## src/rtl/seq_divider.sv

```systemverilog
// seq_divider: sequential 32-bit radix-2 restoring divider.
// Accepts a dividend/divisor pair on start, retires one quotient bit per clock
// for 32 cycles, then a FIX cycle applies signs and registers the result with
// a one-cycle valid pulse. Latency from accepted start to valid is 34 cycles.
// Optional feature: define DIV_SIGNED_EN for signed two's-complement operands;
// the default build divides unsigned operands.
module seq_divider (
    input  logic        clock,
    input  logic        reset,
    input  logic        start,
    input  logic [31:0] dvdnd,
    input  logic [31:0] dvsor,
    output logic [31:0] quot,
    output logic [31:0] remd,
    output logic        valid,
    output logic        div_zero,
    output logic        busy
);

    typedef enum logic [1:0] {
        StIdle = 2'd0,
        StCalc = 2'd1,
        StFix  = 2'd2
    } state_e;

    state_e      state_q, state_d;
    logic [5:0]  cnt_q, cnt_d;
    logic [32:0] rem_q, rem_d;
    // Dividend bits shift out of the top while quotient bits shift in below.
    logic [31:0] dvd_q, dvd_d;
    logic [31:0] dvs_q, dvs_d;
    logic        q_neg_q, q_neg_d;
    logic        r_neg_q, r_neg_d;
    logic        dz_q, dz_d;

    logic [31:0] quot_d, remd_d;
    logic        valid_d, div_zero_d;

    logic        a_neg, b_neg;
    logic [31:0] a_mag, b_mag;
    logic [32:0] rem_sh;
    logic [33:0] trial;
    logic [31:0] q_fix, r_fix;

    // Operand magnitudes and signs presented at capture time.
    always_comb begin
`ifdef DIV_SIGNED_EN
        a_neg = dvdnd[31];
        b_neg = dvsor[31];
`else
        a_neg = 1'b0;
        b_neg = 1'b0;
`endif
        a_mag = a_neg ? (~dvdnd + 32'd1) : dvdnd;
        b_mag = b_neg ? (~dvsor + 32'd1) : dvsor;
    end

    // One restoring step: shift {rem, dividend} left and trial-subtract.
    // An extra top bit keeps the sign of the trial unambiguous.
    assign rem_sh = {rem_q[31:0], dvd_q[31]};
    assign trial  = {1'b0, rem_sh} - {2'b00, dvs_q};

    // Sign correction applied in FIX; a zero divisor forces an all-ones quotient,
    // and re-signing the remainder magnitude restores the original dividend.
    always_comb begin
`ifdef DIV_SIGNED_EN
        q_fix = q_neg_q ? (~dvd_q + 32'd1) : dvd_q;
        r_fix = r_neg_q ? (~rem_q[31:0] + 32'd1) : rem_q[31:0];
`else
        q_fix = dvd_q;
        r_fix = rem_q[31:0];
`endif
        if (dz_q) begin
            q_fix = 32'hFFFF_FFFF;
        end
    end

    assign busy = (state_q != StIdle);

    // Next-state logic for the control FSM.
    always_comb begin
        state_d = state_q;
        unique case (state_q)
            StIdle: begin
                if (start) begin
                    state_d = StCalc;
                end
            end
            StCalc: begin
                if (cnt_q == 6'd31) begin
                    state_d = StFix;
                end
            end
            StFix: begin
                state_d = StIdle;
            end
            default: begin
                state_d = StIdle;
            end
        endcase
    end

    // Datapath and output next-state, driven by the current FSM state.
    always_comb begin
        cnt_d      = cnt_q;
        rem_d      = rem_q;
        dvd_d      = dvd_q;
        dvs_d      = dvs_q;
        q_neg_d    = q_neg_q;
        r_neg_d    = r_neg_q;
        dz_d       = dz_q;
        quot_d     = quot;
        remd_d     = remd;
        div_zero_d = div_zero;
        valid_d    = 1'b0;
        unique case (state_q)
            StIdle: begin
                if (start) begin
                    dvd_d   = a_mag;
                    dvs_d   = b_mag;
                    q_neg_d = a_neg ^ b_neg;
                    r_neg_d = a_neg;
                    dz_d    = (dvsor == 32'd0);
                    rem_d   = 33'd0;
                    cnt_d   = 6'd0;
                end
            end
            StCalc: begin
                cnt_d = cnt_q + 6'd1;
                if (!trial[33]) begin
                    rem_d = trial[32:0];
                    dvd_d = {dvd_q[30:0], 1'b1};
                end else begin
                    rem_d = rem_sh;
                    dvd_d = {dvd_q[30:0], 1'b0};
                end
            end
            StFix: begin
                quot_d     = q_fix;
                remd_d     = r_fix;
                div_zero_d = dz_q;
                valid_d    = 1'b1;
            end
            default: begin
            end
        endcase
    end

    // FSM state register with synchronous active-low reset.
    always_ff @(posedge clock) begin
        if (!reset) begin
            state_q <= StIdle;
        end else begin
            state_q <= state_d;
        end
    end

    // Datapath and result registers; reset discards any partial result.
    always_ff @(posedge clock) begin
        if (!reset) begin
            cnt_q    <= 6'd0;
            rem_q    <= 33'd0;
            dvd_q    <= 32'd0;
            dvs_q    <= 32'd0;
            q_neg_q  <= 1'b0;
            r_neg_q  <= 1'b0;
            dz_q     <= 1'b0;
            quot     <= 32'd0;
            remd     <= 32'd0;
            valid    <= 1'b0;
            div_zero <= 1'b0;
        end else begin
            cnt_q    <= cnt_d;
            rem_q    <= rem_d;
            dvd_q    <= dvd_d;
            dvs_q    <= dvs_d;
            q_neg_q  <= q_neg_d;
            r_neg_q  <= r_neg_d;
            dz_q     <= dz_d;
            quot     <= quot_d;
            remd     <= remd_d;
            valid    <= valid_d;
            div_zero <= div_zero_d;
        end
    end

endmodule
```

## config.mk

```make
export PLATFORM = sky130hd
export DESIGN_NAME = seq_divider
export DESIGN_NICKNAME = d
export VERILOG_FILES = /design/src/rtl/seq_divider.sv
export SDC_FILE = /design/constraint.sdc
export NUM_CORES = 1
export LEC_CHECK = 0
export CORE_MARGIN = 3
export CORE_UTILIZATION = 54
export CTS_BUF_LIST = sky130_fd_sc_hd__clkbuf_8 sky130_fd_sc_hd__clkbuf_16
export CTS_CLUSTER_DIAMETER = 120
export DETAILED_ROUTE_END_ITERATION = 6
export GPL_ROUTABILITY_DRIVEN = 0
export PLACE_DENSITY = 0.89
export SLEW_MARGIN = 15
export SYNTH_ARGS = -nofsm -noshare
export SYNTH_HDL_FRONTEND = slang
export SYNTH_SLANG_ARGS = --single-unit
export TNS_END_PERCENT = 50
```

## constraint.sdc

```tcl
create_clock -name clock -period 3.57 [get_ports clock]
set_clock_uncertainty 0.1 [all_clocks]
set_input_delay 0.357 -clock clock [delete_from_list [all_inputs] [get_ports clock]]
set_output_delay 0.357 -clock clock [all_outputs]
set_load 0.02 [all_outputs]
```

==> metrics.md, run 1 <==
| Metric | Value |
|---|---|
| DIE WIDTH | `130 um` |
| Mapped Avg Cell Area | `8.04 um2` |
| Std cell rows | `44` |
| Synth warn | `0` |
| IO buf count | `133` |
| Top_reg_cell synth | `dfxtp_1` |
| Hold Crit Class | `input pin to flop` |
| Status | `complete, no violations` |
| Clk Tree Root Cell | `clkbuf_16` |
| Yosys reg bits | `171` |
| RSZ-0062 raised after global routing | `no` |
| # nets final | `1239` |
| Post-synth top area cell | `dfxtp_1` |
| R2R depth | `12` |
| Crit path max fanout | `4` |
| Hold Path Stages | `2` |
| Max-cap violations | `0` |
| Asr flop ratio synth | `0` |
| Multi-input gate area in the final layout | `4510 um2` |
| TritonCTS clock tree | `built` |
| Antenna-violating nets left | `0` |
| Crit path kind | `flop to flop` |
| Slowest CP cell | `a2111oi_0` |
| Routed WL | `21500 um` |
| Ratio of cells with drive above 1 in the final layout | `0.0460` |
| Yosys cell types | `49` |
| Initial DRC count | `559` |
| Cell area after synthesis | `8360 um2` |
| Most frequent cell after synthesis | `nand2_1` |
| Worst Path Required | `3.83 ns` |
| Vias in the first global route | `7395` |
| Vias per cell | `5.78` |
| Grt total ovfl | `0` |
| CTS max path bufs | `2` |
| # Post-CTS Setup Buffers | `0` |
| Slew @ Worst Pin | `0.904 ns` |
| First-pass GRT wire length | `35100 um` |
| Ant. Diodes | `0` |
| Final setup violation count | `0` |
| Drt pass-1 iters | `5` |
| Cts hold-fix bufs | `0` |
| Total GRT Usage | `0.255` |
| Tcrit/Tclk final | `0.917` |
| Final setup TNS | `0 ns` |
| Crit path launch type | `flop` |
| H-Tree Level Count | `4` |
| Register area | `3420 um2` |
| Clk slew on worst S/H paths | `0.07 ns` |
| Clk sinks | `171` |
| Routed via count | `7722` |
| Power consumption | `7650 uW` |
| Hold Fails Final Rpt | `0` |
| Die H | `130 um` |
| Synth cell count leaders | `183 x nand2_1, 171 x dfxtp_1, 129 x nor2_1` |
| Worst Path Arrival | `3.54 ns` |
| Final Max Tran Viols | `0` |
| HPWL after detailed placement | `14800 um` |
| DRC errors left | `0` |
| Relative slew slack | `0.396` |
| Cell chain of the critical path | `inv_1, ha_1, fa_1, nor2b_1, o31ai_1, a2111oi_0, nor3_1, o21a_1, o21ai_1, a21oi_1, xor2_1, o21ai_0` |
| Pwr dens | `740 nW/um2` |
| Fillcell total | `1121` |
| Initial Utilization | `0.564` |
| Sequential area share after synthesis | `0.410` |
| Largest stage delay on the critical path | `0.70 ns` |
| Pin count of the biggest net entering global routing | `83` |
| Mapped Cells | `1040` |
| Layout overhead on the synthesized area | `23.8%` |
| Post-synth EDFFs | `0` |
| Cts repair resizes | `0` |
| Max Freq | `0.305 GHz` |
| Area of the core | `14800 um2` |
| Die Area | `17000 um2` |
| Min Tclk post-route | `3.27 ns` |
| Static Leak | `0.00393 uW` |
| VDD IR max | `0.553 mV` |
| Top-area cell type share of the netlist area | `0.410` |
| Critical Path End Type | `flop` |
| Num CTS Buffers | `17` |
| Routed wire length per instance | `16.1 um` |
| Worst skew pair latency | `0.45 ns` |
| Top cells by area, synth | `dfxtp_1 41%, nand2_1 8.2%, a21boi_0 6.2%` |
| Syn Nets | `1141` |
| I/O Pins | `134` |
| Initial antenna violation count | `0` |
## layer usage
metal	global-route usage	vias to the layer above	routed length, um	part of all wire
met3	0.0626	42	1510	0.070
met1	0.308	3625	8780	0.41
met4	0.0956	0	482	0.022
met2	0.440	277	10700	0.50
met5	0	-	0	0
li1	-	3778	-	-
## critical path: cells and delay by family, from the launching register on
| kind | cells | cell delay (ns) |
|---|---|---|
| AO/OA/AOI/OAI | 6 | 1.49 |
| adder cells (fa/ha/maj) | 2 | 0.64 |
| AND/OR/NAND/NOR | 2 | 0.40 |
| flip-flops | 1 | 0.36 |
| XOR/XNOR | 1 | 0.14 |
| buffers and inverters | 1 | 0.05 |
## through the flow
stage | util | cell area [um2] | worst slack [ns] | hold slack, ns | cells
final | 0.699 | 10300 | 0.296 | 0.317 | 1335
after floorplan | - | 8360 | 0.926 | 0.336 | 1040
after CTS | 0.699 | 10300 | 0.373 | 0.311 | 1335
after global placement | 0.659 | 9750 | 0.557 | 0.351 | 1303
after global routing | 0.699 | 10300 | 0.150 | 0.344 | 1335
after detailed placement | 0.659 | 9750 | 0.454 | 0.357 | 1303
## placed cells by master, fill, tap and decap left out, types with 33 or more instances in the layout
cell type        synthesis  routed
ha_1                    33      33
nor2_1                 129     129
clkdlybuf4s50_1          0     132
dfxtp_1                171     171
nand2_1                183     182
a21boi_0                69      69
nor3_1                  38      38
a21oi_1                 46      46
nor3b_1                 33      33
inv_1                   40      40
## final timing paths
check / slack (ns) / endpoint / start
max: 0.30 / rem_q[24] / dvd_q[31]
min: 0.32 / dvd_q[0] / reset
max reg2reg: 0.30 / rem_q[24] / dvd_q[31]
min reg2reg: 0.36 / remd[15] / remd[15]
## logic make-up (layout without fill, tap and decap cells)
family	count (synthesis)	count (layout)	share of synthesized area
XOR/XNOR	28	28	0.0293
buffers and inverters	107	218	0.0522
AO/OA/AOI/OAI	246	246	0.204
flip-flops	171	171	0.410
AND/OR/NAND/NOR	436	436	0.232
adder cells (fa/ha/maj)	34	34	0.0518
multiplexers	18	18	0.0216
## registers in the layout, indices dropped and copies added (netlist names), 2 cells and up
name / cells
state_q: 2
rem_q: 32
cnt_q: 6
dvs_q: 32
dvd_q: 32
remd: 32
quot: 32
## cell type report
class | instances | share of cell area
multi-input combinational | 762 | 0.436
sequential | 171 | 0.331
timing repair buffer | 146 | 0.139
clock buffer | 18 | 0.0425
tap | 184 | 0.0223
clock inverter | 14 | 0.0148
inverter | 40 | 0.0145
## power by group
part	internal, uW	switching (uW)	total (uW)
Combinational	1580	1980	3560
Sequential	2080	164	2240
Clock	1010	842	1850
(Power assumes the default switching activity.)
==> run 2, diff against run 1 <==
SLEW_MARGIN = 40   (was 15)
==> run 2 against run 1 <==
Critical path depth unchanged; routed wire length rose by 0.69%; worst hold slack better by 0.0082 ns; non-clock buffer count up 1; critical path type unchanged; final cell count is essentially flat; design area rose by 0.19%.
==> metrics.md, run 2 (synthesized netlist as in run 1, its figures left out) <==
| Metric | Value |
|---|---|
| Crit path max fanout | `4 (unchanged)` |
| Initial Utilization | `0.564 (unchanged)` |
| Drt pass-1 iters | `5 (unchanged)` |
| Routed via count | `7678 (was 7722)` |
| DRC errors left | `0 (unchanged)` |
| Post-route insts no fill | `1336 (was 1335)` |
| Initial antenna violation count | `0 (unchanged)` |
| Clk sinks | `171 (unchanged)` |
| VDD IR max | `0.548 mV (was 0.553 mV)` |
| Slew @ Worst Pin | `0.800 ns (was 0.904 ns)` |
| # nets final | `1240 (was 1239)` |
| Sw Ratio | `0.390 (about the same)` |
| Hold Crit Class | `input pin to flop (unchanged)` |
| Psw | `2980 uW (about the same)` |
| Final setup TNS | `0 ns (unchanged)` |
| Initial DRC count | `520 (was 559)` |
| Met2 GRT Util | `0.440 (unchanged)` |
| Vias per cell | `5.75 (was 5.78)` |
| Tcrit/Tclk final | `0.912 (was 0.917)` |
| # Post-CTS Setup Buffers | `0 (unchanged)` |
| Worst Path Required | `3.83 ns (about the same)` |
| HPWL after detailed placement | `14800 um (unchanged)` |
| Crit path launch type | `flop (unchanged)` |
| Grt total ovfl | `0 (unchanged)` |
| Sequential share of power | `0.293 (about the same)` |
| First-pass GRT wire length | `35100 um (unchanged)` |
| Std cell rows | `44 (unchanged)` |
| Clk network pwr share | `0.242 (about the same)` |
| Status | `complete, no violations (unchanged)` |
| Pwr dens | `738 nW/um2 (was 740 nW/um2)` |
| Power consumption | `7650 uW (about the same)` |
| Vias in the first global route | `7395 (unchanged)` |
| # placed instances | `1303 (unchanged)` |
| Hold Fails Final Rpt | `0 (unchanged)` |
| Gr busiest metal | `met2 (unchanged)` |
| Ratio of cells with drive above 1 in the final layout | `0.0469 (was 0.0460)` |
| Die Area | `17000 um2 (unchanged)` |
| Commonest non-fill, non-tap cell in the layout | `nand2_1 (unchanged)` |
| Worst hold slack | `0.325 ns (was 0.317 ns)` |
| Crit path kind | `flop to flop (unchanged)` |
| H-Tree Level Count | `4 (unchanged)` |
| Pin count of the biggest net entering global routing | `83 (unchanged)` |
| Cts hold-fix bufs | `0 (unchanged)` |
| Clk slew on worst S/H paths | `0.07 ns (about the same)` |
| Comb pwr share | `0.465 (about the same)` |
| Layout overhead on the synthesized area | `24.0% (was 23.8%)` |
| Final Max Tran Viols | `0 (unchanged)` |
| Int Power | `4670 uW (about the same)` |
| Most frequent cells in the layout | `182 x nand2_1, 171 x dfxtp_1, 132 x clkdlybuf4s50_1 (unchanged)` |
| Area of the core | `14800 um2 (unchanged)` |
| Static Leak | `0.00394 uW (was 0.00393 uW)` |
| Cts repair resizes | `0 (unchanged)` |
| Worst Path Arrival | `3.52 ns (was 3.54 ns)` |
| RSZ-0062 raised after global routing | `no (unchanged)` |
| Routed WL | `21700 um (was 21500 um)` |
| Total GRT Usage | `0.255 (unchanged)` |
| Clk Tree Root Cell | `clkbuf_16 (unchanged)` |
| Ant. Diodes | `0 (unchanged)` |
| Routed wire length per instance | `16.2 um (was 16.1 um)` |
| Worst skew pair latency | `0.44 ns (was 0.45 ns)` |
| Final setup violation count | `0 (unchanged)` |
| CTS max path bufs | `2 (unchanged)` |
| Min Tclk post-route | `3.26 ns (was 3.27 ns)` |
| Relative slew slack | `0.466 (was 0.396)` |
| Met1 usage | `0.308 (unchanged)` |
| Grt met3 use | `0.0626 (unchanged)` |
| TritonCTS clock tree | `built (unchanged)` |
| Critical Path End Type | `flop (unchanged)` |
| Die H | `130 um (unchanged)` |
| Num CTS Buffers | `17 (unchanged)` |
| Max-cap violations | `0 (unchanged)` |
| I/O Pins | `134 (unchanged)` |
| DIE WIDTH | `130 um (unchanged)` |
| Max Freq | `0.307 GHz (was 0.305 GHz)` |
| Antenna-violating nets left | `0 (unchanged)` |
| IO buf count | `133 (unchanged)` |
[run 2: changes by cell type in the layout (fill, tap and decap cells not counted)]
| cell | previous run | this run |
|---|---|---|
| buf_8 | 0 | 1 |
| nand2b_2 | 1 | 0 |
| nand2b_4 | 0 | 1 |
[run 2: area by class of cell]
cell class	instances	area, um2
Multi-Input combinational cell	762	4520
Fill cell	1114	4440
Clock buffer	18	439
Timing Repair Buffer	147	1450
Inverter	40	150
Tap cell	184	230
Clock inverter	14	153
Sequential cell	171	3420
[run 2: final timing paths]
check / from / endpoint / cells after the start / slack [ns]
max: dvd_q[31] / rem_q[24] / 12 / 0.31
max reg2reg: dvd_q[31] / rem_q[24] / 12 / 0.31
min: reset / dvd_q[29] / 3 / 0.32
min reg2reg: remd[15] / remd[15] / 2 / 0.36
[run 2: stage by stage]
step	area, um2	worst slack (ns)	utilization
floorplan	8360	0.926	-
global placement	9750	0.557	0.659
detailed placement	9750	0.454	0.659
CTS	10300	0.373	0.699
global route	10400	0.150	0.700
finish	10400	0.313	0.700
[run 2: critical path, cell delays in order, from the launching register on]
cell and delay (ns):
dfxtp_1 0.36, inv_1 0.05, ha_1 0.22, fa_1 0.42, nor2b_1 0.22, o31ai_1 0.16, a2111oi_0 0.67, nor3_1 0.19
o21a_1 0.25, o21ai_1 0.15, a21oi_1 0.09, xor2_1 0.14, o21ai_0 0.14
[run 2: power groups by stage]
stage          registers (uW)  logic, uW  clock network, uW
6_report                 2250       3560               1850
4_1_cts                  2240       3510               1860
2_1_floorplan            2230       2960                  0
3_5_place_dp             2280       3470                  0
3_3_place_gp             2270       3390                  0
5_1_grt                  2270       3880               1940
[run 2: per-layer routing]
layer / share of wire / vias to the layer above
li1: - / 3786
met1: 0.42 / 3610
met2: 0.50 / 240
met3: 0.064 / 42
met4: 0.022 / 0
met5: 0 / -
==> run 3, diff against run 2 <==
GPL_TIMING_DRIVEN = 0   (was default)
==> run 3 against run 2 <==
Sequential share of layout area is 0.43 points lower; via count is 5.2% higher; maximum frequency is 1.0% lower; die area stayed put; critical path depth stayed put; clock-buffer cell count stayed put; global-route usage is 1.1 points higher; sequential power hardly changed; power is 2.7% higher; critical path type unchanged.
==> metrics.md, run 3 (synthesized netlist as in run 1, its figures left out) <==
| Metric | Value |
|---|---|
| Drt pass-1 iters | `5 (unchanged)` |
| R2r endpoint | `rem_q[30] (was rem_q[24])` |
| Critical Path End Type | `flop (unchanged)` |
| TritonCTS clock tree | `built (unchanged)` |
| Status | `complete, no violations (unchanged)` |
| DIE WIDTH | `130 um (unchanged)` |
| R2R depth | `12 (unchanged)` |
| Vias in the first global route | `7572 (was 7395)` |
| Hold_sp | `remd[17] (was reset)` |
| Slew @ Worst Pin | `0.691 ns (was 0.800 ns)` |
| Length of routed met2 wiring | `11000 um (was 10800 um)` |
| Final setup TNS | `0 ns (unchanged)` |
| Die H | `130 um (unchanged)` |
| Ratio of cells with drive above 1 in the final layout | `0.0357 (was 0.0469)` |
| Post-DP Area | `9920 um2 (was 9750 um2)` |
| I/O Pins | `134 (unchanged)` |
| # Post-CTS Setup Buffers | `0 (unchanged)` |
| Routed WL | `22700 um (was 21700 um)` |
| Final Max Tran Viols | `0 (unchanged)` |
| Pin count of the biggest net entering global routing | `19 (was 83)` |
| Antenna-violating nets left | `0 (unchanged)` |
| CTS max path bufs | `2 (unchanged)` |
| Met3 wire length | `1770 um (was 1390 um)` |
| Pwr dens | `748 nW/um2 (was 738 nW/um2)` |
| Reg2reg setup slack | `0.28 ns (was 0.31 ns)` |
| Cts hold-fix bufs | `0 (unchanged)` |
| Most frequent cells in the layout | `183 x nand2_1, 171 x dfxtp_1, 133 x clkdlybuf4s50_1 (was 182 x nand2_1, 171 x dfxtp_1, 132 x clkdlybuf4s50_1)` |
| Min Tclk post-route | `3.29 ns (was 3.26 ns)` |
| Hold Path Stages | `2 (was 3)` |
| Clk slew on worst S/H paths | `0.07 ns (about the same)` |
| Initial antenna violation count | `0 (unchanged)` |
| Worst Path Arrival | `3.49 ns (was 3.52 ns)` |
| Register area | `3420 um2 (unchanged)` |
| Final setup violation count | `0 (unchanged)` |
| RSZ-0062 raised after global routing | `no (unchanged)` |
| Cts repair resizes | `0 (unchanged)` |
| CP Launch Point | `dvd_q[31] (unchanged)` |
| Static Leak | `0.00396 uW (was 0.00394 uW)` |
| Die Area | `17000 um2 (unchanged)` |
| Routed via count | `8075 (was 7678)` |
| DRT met1 WL | `9460 um (was 9020 um)` |
| Relative slew slack | `0.528 (was 0.466)` |
| Top routing layer in use | `met4 (unchanged)` |
| Grt total ovfl | `0 (unchanged)` |
| Num CTS Buffers | `17 (unchanged)` |
| Clk Tree Root Cell | `clkbuf_16 (unchanged)` |
| Layout overhead on the synthesized area | `25.7% (was 24.0%)` |
| Initial DRC count | `634 (was 520)` |
| Reg-to-Reg Start | `dvd_q[31] (unchanged)` |
| Std cell rows | `44 (unchanged)` |
| First-pass GRT wire length | `36100 um (was 35100 um)` |
| Largest stage delay on the critical path | `0.67 ns (about the same)` |
| H-Tree Level Count | `4 (unchanged)` |
| Crit path max fanout | `4 (unchanged)` |
| Commonest non-fill, non-tap cell in the layout | `nand2_1 (unchanged)` |
| Worst Path Required | `3.77 ns (was 3.83 ns)` |
| Clk sinks | `171 (unchanged)` |
| Slowest CP cell | `a2111oi_0 (unchanged)` |
| Cell chain of the critical path | `inv_1, ha_1, fa_1, nor2b_1, o31ai_1, a2111oi_0, o21ai_0, nand3_1, a21oi_1, a21oi_1, xnor2_1, o21ai_0 (was inv_1, ha_1, fa_1, nor2b_1, o31ai_1, a2111oi_0, nor3_1, o21a_1, o21ai_1, a21oi_1, xor2_1, o21ai_0)` |
| Worst hold slack | `0.360 ns (was 0.325 ns)` |
| Multi-input gate area in the final layout | `4500 um2 (was 4520 um2)` |
| VDD IR max | `0.478 mV (was 0.548 mV)` |
| Ant. Diodes | `0 (unchanged)` |
| Routed wire length per instance | `16.4 um (was 16.2 um)` |
| Area of the core | `14800 um2 (unchanged)` |
| Tcrit/Tclk final | `0.922 (was 0.912)` |
| Fillcell total | `1126 (was 1114)` |
| Crit path launch type | `flop (unchanged)` |
| Vias per cell | `5.81 (was 5.75)` |
| Hold Crit Endpoint | `remd[17] (was dvd_q[29])` |
| Hold Fails Final Rpt | `0 (unchanged)` |
| IO buf count | `133 (unchanged)` |
| Crit path kind | `flop to flop (unchanged)` |
| Worst skew pair latency | `0.43 ns (was 0.44 ns)` |
| Cell area after layout | `10500 um2 (was 10400 um2)` |
| Max Freq | `0.304 GHz (was 0.307 GHz)` |
| Hold Crit Class | `flop to flop (was input pin to flop)` |
| HPWL after detailed placement | `16500 um (was 14800 um)` |
| Total GRT Usage | `0.266 (was 0.255)` |
| DRC errors left | `0 (unchanged)` |
| Max-cap violations | `0 (unchanged)` |
| # nets final | `1293 (was 1240)` |
| Initial Utilization | `0.564 (unchanged)` |
-- run 3: changes by cell type in the layout (fill, tap and decap cells not counted), moves of 2 or more --
cell,change
clkbuf_1,+48
buf_4,-13
buf_1,+12
buf_2,+4
inv_8,+3
clkinv_4,+2
inv_6,-2
-- run 3: worst max path at each step --
stage,to,depth (start not counted),slack [ns]
2_1_floorplan,rem_q[24],12,0.93
3_3_place_gp,rem_q[30],12,0.43
3_5_place_dp,rem_q[30],12,0.38
4_1_cts,rem_q[30],12,0.32
5_1_grt,rem_q[30],12,0.1
6_report,rem_q[30],12,0.28
-- run 3: metal layers --
metal / global-route usage / vias to the layer above
li1: - / 3888
met3: 0.0667 / 51
met2: 0.446 / 332
met5: 0 / -
met4: 0.0956 / 0
met1: 0.334 / 3804
-- run 3: report_power, final --
| group | internal (uW) | leakage [uW] | switching (uW) | total, uW |
|---|---|---|---|---|
| logic | 1690 | 0.00229 | 2100 | 3790 |
| registers | 2080 | 0.00139 | 169 | 2250 |
| clock network | 953 | 0.000286 | 866 | 1820 |
-- run 3: worst max-delay path, delay by kind of cell, from the launching register on --
kind	cells	cell delay, ns
XOR/XNOR	1	0.14
adder cells (fa/ha/maj)	2	0.64
flip-flops	1	0.40
AO/OA/AOI/OAI	6	1.51
buffers and inverters	1	0.06
AND/OR/NAND/NOR	2	0.31
-- run 3: final cells by class --
cell class	count	area share
plain buffers	67	0.0273
clock buffers	18	0.0418
inverters	40	0.0143
multi-input cells	762	0.428
well taps	184	0.0219
flip-flops and latches	171	0.326
clock inverters	14	0.0137
repair buffers	133	0.127
-- run 3: stage by stage --
stage | total power [uW] | util | setup slack, ns | cells
finish | 7860 | 0.709 | 0.280 | 1389
global route | 8300 | 0.709 | 0.0950 | 1389
detailed placement | 5950 | 0.670 | 0.384 | 1357
CTS | 7790 | 0.709 | 0.321 | 1389
floorplan | 5200 | - | 0.926 | 1040
global placement | 5850 | 0.670 | 0.434 | 1357
